===== config.mk =====
export PLATFORM = sky130hd
export DESIGN_NAME = mem_stage_sbuf
export DESIGN_NICKNAME = d
export VERILOG_FILES = /design/src/rtl/mem_stage_sbuf.sv
export SDC_FILE = /design/constraint.sdc
export NUM_CORES = 2
export LEC_CHECK = 0
export ABC_AREA = 0
export CAP_MARGIN = 20
export CORE_UTILIZATION = 40
export CTS_BUF_LIST = sky130_fd_sc_hd__clkbuf_8 sky130_fd_sc_hd__clkbuf_16
export CTS_CLUSTER_DIAMETER = 120
export DETAILED_ROUTE_END_ITERATION = 10
export PLACE_DENSITY_LB_ADDON = 0.12
export SYNTH_ARGS = -nofsm -noshare
export SYNTH_HDL_FRONTEND = slang
export SYNTH_SLANG_ARGS = --single-unit

===== constraint.sdc =====
create_clock -name clk -period 6.7 [get_ports clk]
set_input_delay 1.34 -clock clk [delete_from_list [all_inputs] [get_ports clk]]
set_output_delay 1.34 -clock clk [all_outputs]
set_load 0.01 [all_outputs]

===== src/rtl/mem_stage_sbuf.sv =====
// -----------------------------------------------------------------------------
// mem_stage_sbuf
//   MEM-stage data-memory front end: DEPTH-entry posted store buffer with byte
//   coalescing, store-to-load forwarding, byte-enable generation, load
//   extension and a req/ack handshake to a multi-cycle data memory.
//
// Ports
//   clk, reset          clock, asynchronous active-low reset
//   valid_M, we_M       memory op present in MEM; 1 = store, 0 = load
//   size_M, sext_M      00 byte / 01 half / 1x word; sign-extend load result
//   addr_M, wdata_M     byte address; right-aligned store data
//   stall_M             freeze IF..MEM this cycle (combinational)
//   rdata_M             extended load result (valid when load & !stall_M)
//   misalign_M          address not aligned to size (combinational)
//   sb_empty            store buffer empty, no drain in flight
//   dm_req/we/addr/be/wdata   registered request to data memory
//   dm_rdata, dm_ack    memory read word and transfer-complete
// -----------------------------------------------------------------------------
module mem_stage_sbuf #(
    parameter int unsigned ADDR_W = 32,
    parameter int unsigned DEPTH  = 4
) (
    input  logic              clk,
    input  logic              reset,
    input  logic              valid_M,
    input  logic              we_M,
    input  logic [1:0]        size_M,
    input  logic              sext_M,
    input  logic [ADDR_W-1:0] addr_M,
    input  logic [31:0]       wdata_M,
    output logic              stall_M,
    output logic [31:0]       rdata_M,
    output logic              misalign_M,
    output logic              sb_empty,
    output logic              dm_req,
    output logic              dm_we,
    output logic [ADDR_W-1:0] dm_addr,
    output logic [3:0]        dm_be,
    output logic [31:0]       dm_wdata,
    input  logic [31:0]       dm_rdata,
    input  logic              dm_ack
);

    localparam int unsigned PTR_W = (DEPTH > 1) ? $clog2(DEPTH) : 1;
    localparam int unsigned CNT_W = PTR_W + 1;
    localparam int unsigned WA_W  = ADDR_W - 2;
    localparam logic [CNT_W-1:0] CNT_FULL = CNT_W'(DEPTH);

    typedef enum logic [1:0] {
        S_IDLE  = 2'd0,
        S_LOAD  = 2'd1,
        S_LDONE = 2'd2,
        S_DRAIN = 2'd3
    } state_t;

    // Store buffer storage
    logic [WA_W-1:0]  r_addr [DEPTH];
    logic [3:0]       r_be   [DEPTH];
    logic [31:0]      r_data [DEPTH];
    logic [PTR_W-1:0] r_head;
    logic [PTR_W-1:0] r_tail;
    logic [CNT_W-1:0] r_count;
    logic             r_sb_empty;

    state_t           r_state;
    logic [31:0]      r_rd_q;

    logic [WA_W-1:0]  w_waddr;
    logic [3:0]       w_be;
    logic [31:0]      w_lane;
    logic             w_misal;
    logic [PTR_W-1:0] w_young;
    logic             w_full;
    logic             w_merge;
    logic             w_merge_head;
    logic             w_st_acc;
    logic             w_push;
    logic             w_pop;
    logic [CNT_W-1:0] w_count_nxt;
    logic [31:0]      w_merged;
    logic [3:0]       w_head_be;
    logic [31:0]      w_head_data;
    logic [3:0]       w_fwd_cov;
    logic [31:0]      w_fwd_word;
    logic             w_ld;
    logic             w_ld_hit;
    logic             w_ld_nomatch;

    // Expand byte enables to a 32-bit lane mask
    function automatic logic [31:0] f_mask(input logic [3:0] be);
        return {{8{be[3]}}, {8{be[2]}}, {8{be[1]}}, {8{be[0]}}};
    endfunction

    // Select the addressed byte/half of a word and extend it
    function automatic logic [31:0] f_extend(input logic [31:0] w, input logic [1:0] sz,
                                             input logic [1:0] a, input logic sx);
        logic [7:0]  b;
        logic [15:0] h;
        logic [31:0] r;
        b = 8'(w >> {a, 3'b000});
        h = a[1] ? w[31:16] : w[15:0];
        case (sz)
            2'b00:   r = sx ? {{24{b[7]}}, b} : {24'h0, b};
            2'b01:   r = sx ? {{16{h[15]}}, h} : {16'h0, h};
            default: r = w;
        endcase
        return r;
    endfunction

    assign w_waddr = addr_M[ADDR_W-1:2];

    // Byte enables and lane-aligned store data; misaligned low bits are ignored
    always_comb begin
        w_be    = 4'b1111;
        w_lane  = wdata_M;
        w_misal = 1'b0;
        case (size_M)
            2'b00: begin
                w_be   = 4'(4'b0001 << addr_M[1:0]);
                w_lane = 32'(wdata_M[7:0]) << {addr_M[1:0], 3'b000};
            end
            2'b01: begin
                w_be    = addr_M[1] ? 4'b1100 : 4'b0011;
                w_lane  = addr_M[1] ? {wdata_M[15:0], 16'h0} : {16'h0, wdata_M[15:0]};
                w_misal = addr_M[0];
            end
            default: begin
                w_misal = |addr_M[1:0];
            end
        endcase
    end

    assign misalign_M = valid_M & w_misal;

    // Coalescing: youngest entry may absorb the store unless it is being written out
    assign w_young      = r_tail - PTR_W'(1);
    assign w_full       = (r_count == CNT_FULL);
    assign w_merge      = valid_M & we_M & (r_count != '0) & (r_addr[w_young] == w_waddr)
                          & ~((r_state == S_DRAIN) & (w_young == r_head));
    assign w_st_acc     = valid_M & we_M & ~(w_full & ~w_merge);
    assign w_push       = w_st_acc & ~w_merge;
    assign w_pop        = (r_state == S_DRAIN) & dm_ack;
    assign w_count_nxt  = r_count + CNT_W'(w_push) - CNT_W'(w_pop);
    assign w_merged     = (r_data[w_young] & ~f_mask(w_be)) | w_lane;

    // Head contents including a same-cycle merge, so a drain launched now sees it
    assign w_merge_head = w_st_acc & w_merge & (w_young == r_head);
    assign w_head_be    = r_be[r_head] | (w_merge_head ? w_be : 4'b0000);
    assign w_head_data  = w_merge_head ? w_merged : r_data[r_head];

    // Forwarding: walk oldest to youngest so the youngest writer of each byte wins
    always_comb begin
        logic [PTR_W-1:0] v_idx;
        v_idx      = '0;
        w_fwd_cov  = 4'b0000;
        w_fwd_word = 32'h0;
        for (int k = 0; k < DEPTH; k++) begin
            v_idx = r_head + PTR_W'(k);
            if ((CNT_W'(k) < r_count) && (r_addr[v_idx] == w_waddr)) begin
                for (int l = 0; l < 4; l++) begin
                    if (r_be[v_idx][l]) begin
                        w_fwd_cov[l]        = 1'b1;
                        w_fwd_word[8*l +: 8] = r_data[v_idx][8*l +: 8];
                    end
                end
            end
        end
    end

    assign w_ld         = valid_M & ~we_M;
    assign w_ld_hit     = ((w_fwd_cov & w_be) == w_be);
    assign w_ld_nomatch = w_ld & ((w_fwd_cov & w_be) == 4'b0000);

    // Pipeline stall: full buffer for stores; anything but a forward hit for loads
    always_comb begin
        stall_M = 1'b0;
        if (valid_M) begin
            if (we_M) begin
                stall_M = w_full & ~w_merge;
            end else if (r_state != S_LDONE) begin
                stall_M = ~w_ld_hit;
            end
        end
    end

    assign rdata_M  = (r_state == S_LDONE) ? r_rd_q
                                           : f_extend(w_fwd_word, size_M, addr_M[1:0], sext_M);
    assign sb_empty = r_sb_empty;

    // Store buffer push / merge / pop
    always_ff @(posedge clk or negedge reset) begin
        if (!reset) begin
            for (int i = 0; i < DEPTH; i++) begin
                r_addr[i] <= '0;
                r_be[i]   <= 4'b0000;
                r_data[i] <= 32'h0;
            end
            r_head     <= '0;
            r_tail     <= '0;
            r_count    <= '0;
            r_sb_empty <= 1'b1;
        end else begin
            if (w_st_acc) begin
                if (w_merge) begin
                    r_be[w_young]   <= r_be[w_young] | w_be;
                    r_data[w_young] <= w_merged;
                end else begin
                    r_addr[r_tail] <= w_waddr;
                    r_be[r_tail]   <= w_be;
                    r_data[r_tail] <= w_lane;
                    r_tail         <= r_tail + PTR_W'(1);
                end
            end
            if (w_pop) begin
                r_head <= r_head + PTR_W'(1);
            end
            r_count    <= w_count_nxt;
            r_sb_empty <= (w_count_nxt == '0);
        end
    end

    // Memory-side FSM; dm_* registered and only updated on state entry
    always_ff @(posedge clk or negedge reset) begin
        if (!reset) begin
            r_state  <= S_IDLE;
            r_rd_q   <= 32'h0;
            dm_req   <= 1'b0;
            dm_we    <= 1'b0;
            dm_addr  <= '0;
            dm_be    <= 4'b0000;
            dm_wdata <= 32'h0;
        end else begin
            case (r_state)
                S_IDLE: begin
                    if (w_ld_nomatch && !w_full) begin
                        r_state <= S_LOAD;
                        dm_req  <= 1'b1;
                        dm_we   <= 1'b0;
                        dm_addr <= {w_waddr, 2'b00};
                        dm_be   <= w_be;
                    end else if (r_count != '0) begin
                        r_state  <= S_DRAIN;
                        dm_req   <= 1'b1;
                        dm_we    <= 1'b1;
                        dm_addr  <= {r_addr[r_head], 2'b00};
                        dm_be    <= w_head_be;
                        dm_wdata <= w_head_data;
                    end
                end
                S_LOAD: begin
                    if (dm_ack) begin
                        r_state <= S_LDONE;
                        r_rd_q  <= f_extend(dm_rdata, size_M, addr_M[1:0], sext_M);
                        dm_req  <= 1'b0;
                    end
                end
                S_LDONE: begin
                    r_state <= S_IDLE;
                end
                S_DRAIN: begin
                    if (dm_ack) begin
                        r_state <= S_IDLE;
                        dm_req  <= 1'b0;
                        dm_we   <= 1'b0;
                    end
                end
                default: begin
                    r_state <= S_IDLE;
                end
            endcase
        end
    end

endmodule


==> flow_metrics.env <==
export IMPL_outcome="complete, but fails checks"
export IMPL_violations="setup timing"
export IMPL_grt_max_degree=118
export IMPL_ys_seq_area_share_pct=30.7
export IMPL_fin_worst_skew_ps=22.2
export IMPL_maxCapViolations=0
export IMPL_syn_area_um2=30500
export IMPL_relSlewSlack_pct=16.4
export IMPL_gp_congestion=0.999
export IMPL_pin_count=209
export IMPL_clock_sinks=374
export IMPL_whs_ps=487
export IMPL_worstMarginPinSlew_ps=1250
export IMPL_period_minus_slack_ps=6890
export IMPL_critPathKind="primary input to primary output"
export IMPL_yosysTopAreaCellShare_pct=30.6
export IMPL_antenna_cells=0
export IMPL_clock_power_share_pct=12.8
export IMPL_dpl_cell_area_um2=36300
export IMPL_rows=100
export IMPL_crit_slowest_cell="clkdlybuf4s50_1"
export IMPL_peakVddDrop_mv=0.376
export IMPL_overflow=0
export IMPL_worst_path_most_repeated_cell="buf_4"
export IMPL_arrival_ps=5550
export IMPL_grt_pass1_wl_mm=213
export IMPL_syn_avg_cell_area_um2=9.09
export IMPL_p_sw_share_pct=47.8
export IMPL_wl_per_cell_um=30.8
export IMPL_groute_layer_met2_usage_pct=53.7
export IMPL_layout_cells_non_filler=4830
export IMPL_busiest_layer="met1"
export IMPL_drt_total_wl_mm=149
export IMPL_max_freq_ghz=0.145
export IMPL_vias=31424
export IMPL_p_per_area_nw_per_um2=566
export IMPL_required_ps=5360
export IMPL_synth_edf_count=0
export IMPL_yosys_warnings=0
export IMPL_antenna_left=0
export IMPL_place_inst=4706
export IMPL_yosysUniqueCellTypes=105
export IMPL_period_share_pct=103
export IMPL_path_cells="clkdlybuf4s50_1 -> buf_6 -> buf_4 -> nor2_1 -> o22ai_1 -> and4_1 -> buf_4 -> nor4bb_4 -> buf_4 -> and2_1 -> buf_4 -> nor2_1 -> buf_4 -> o221ai_1 -> buf_4 -> a32o_1 -> mux2i_1 -> o21ai_2 -> clkdlybuf4s50_1"
export IMPL_die_height_um=278
export IMPL_layout_nets=3938
export IMPL_grt_usage_pct=37.5
export IMPL_cts_root_buf="clkbuf_16"
export IMPL_slew_violations=0
export IMPL_yosys_cell_count_top_type="nor2_1"
export IMPL_hold_path_class="flop to flop"
export IMPL_cts_tree="yes"
export IMPL_yosysTopAreaCell="dfrtp_1"
export IMPL_initial_utilization_pct=40.7
export IMPL_p_sw_mw=10.6
export IMPL_yosys_top_cells_count="nor2_1 (381), dfrtp_1 (373), a21oi_1 (351)"
export IMPL_clockBufferDepth=3
export IMPL_setup_tns_ps=-188
export IMPL_drive_gt1_share_pct=31.3
export IMPL_ys_ff_latch=374
export IMPL_critPathBufInv=9
export IMPL_use_met1_pct=56.3
export IMPL_dp_worst_setup_slack_ps=-878
export IMPL_drc=0
export IMPL_core_area_um2=74900
export IMPL_grt_use_met3_pct=7.64
export IMPL_io_buffers=206
export IMPL_cts_clk_slew_worst_paths_ps=60
export IMPL_dp_hpwl_mm=107
export IMPL_synth_area_leaders="dfrtp_1 (31%), mux2_2 (9.8%), mux2i_1 (8.9%)"
export IMPL_viasPerCell=6.51
export IMPL_cellInternalPower_mw=11.6
export IMPL_startpoint_type="primary input"
export IMPL_synth_cells=3352
export IMPL_r2r_setup_slack_ps=1070
export IMPL_cp_top_family="buffers and inverters"
export IMPL_clkLatencyLatePin_ps=620
export IMPL_crit_fanout=8
export IMPL_die_x_um=278
export IMPL_numCtsBuffers=47
export IMPL_fin_area_um2=39300
export IMPL_rsz0062_at_grt="true"
export IMPL_setup_slack_ps=-188
export IMPL_antenna_found_initial=4
export IMPL_die_area_um2=77300
export IMPL_crit_path_end_kind="primary output"
export IMPL_cts_hold_buf=0
export IMPL_grt_pass1_vias=30089
export IMPL_synth_ff_type="dfrtp_1"
export IMPL_pwr_share_seq_pct=21.0
export IMPL_p_leak_nw=16.3
export IMPL_htree_levels=2
export IMPL_max_stage_delay_ps=490
export IMPL_combPwrFrac_pct=66.2
export IMPL_drtIter0Drc=4069
export IMPL_syn_to_final_growth_pct=29.0
export IMPL_drt_pass1_iterations=6
export IMPL_synth_async_reset_ratio_pct=100
export IMPL_hold_viol_final=0
export IMPL_setup_violations_final=1
==> power groups by stage <==
stage	registers, mW	clock network [mW]	logic (mW)
6_report	4.67	2.85	14.7
3_3_place_gp	4.52	0	13.7
2_1_floorplan	4.28	0	8.35
4_1_cts	4.58	2.89	14.2
3_5_place_dp	4.62	0	13.8
5_1_grt	4.81	2.96	15.4
==> sequential cells by signal, indices dropped and copies added (netlist names) <==
register  cells
r_data      128
r_addr      120
dm_wdata     32
r_rd_q       32
dm_addr      30
r_be         16
dm_be         4
r_count       3
r_head        2
r_state       2
r_tail        2
dm_req        1
dm_we         1
sb_empty      1
==> area by class of cell <==
type                            count  area [um2]
Fill cell                        6909       35600
Multi-Input combinational cell   2635       20600
Sequential cell                   374        9370
Timing Repair Buffer              713        6210
Clock buffer                       59        1360
Tap cell                          969        1210
Clock inverter                     26         340
Inverter                           54         218
==> final timing paths <==
check	from	cells past startpoint	to
min	dm_req	1	dm_req
min reg2reg	dm_req	1	dm_req
max reg2reg	r_tail[0]	15	sb_empty
min in group asynchronous	reset	1	r_addr[16]
max	addr_M[9]	19	rdata_M[11]
max in group asynchronous	reset	2	r_rd_q[3]
==> worst reg2reg max path: stages (launching register included) <==
cell and delay (ps):
dfrtp_4 490, inv_1 160, ha_4 590, mux4_2 450, xnor2_1 660, nand4_1 170
nor4_1 760, a211oi_2 360, clkinv_1 340, ha_1 280, inv_1 60, ha_1 130
inv_1 50, fa_1 500, inv_1 50, nor3_1 440
==> cells by family (layout without fill, tap and decap cells) <==
kind of cell	count (synthesis)	after routing	share of synthesized area [%]
and+or+nand+nor	934	934	14.3
AOI/OAI and AO/OA	933	934	19.7
muxes	637	637	26.2
DFF	374	374	30.7
buffers and inverters	345	852	5.29
xor gates and xnor gates	119	119	3.42
adders and majority gates	9	9	0.394
other	1	2	0.0123
==> per-layer routing <==
| metal | vias to the layer above | wire [um] |
|---|---|---|
| met5 | - | 34 |
| met4 | 6 | 4590 |
| met3 | 307 | 14300 |
| met2 | 1801 | 61800 |
| met1 | 15828 | 68000 |
| li1 | 13482 | - |
==> metrics by stage <==
| stage | util (%) | power [mW] |
|---|---|---|
| 6_report | 52.5 | 22.3 |
| 5_1_grt | 52.5 | 23.2 |
| 4_1_cts | 51.8 | 21.6 |
| 3_5_place_dp | 48.4 | 18.4 |
| 3_3_place_gp | 48.4 | 18.2 |
| 2_1_floorplan | - | 12.6 |
==> placed cells by master, fill, tap and decap left out, types with 19 or more instances in the layout <==
cell type,count
buf_4,459
nor2_1,370
dfrtp_1,370
a21oi_1,347
mux2_2,264
mux2i_1,254
nand2_1,215
o21ai_0,157
clkdlybuf4s50_1,155
mux4_2,101
xnor2_1,91
clkbuf_16,49
inv_1,45
nor3_1,45
nand3_1,38
o22ai_1,36
nand4_1,35
a31oi_1,32
or2_2,27
buf_12,25
o211ai_1,24
nor4_1,23
buf_6,23
a22o_1,22
and2_1,20
a211oi_1,19
==> timing repair <==
item	4_1_cts	5_1_grt
gates resized for setup	204	123
endpoints found under the setup margin	33	33
gates cloned	2	1
pin swaps	36	40
buffers inserted	27	10
(Power assumes the default switching activity.)
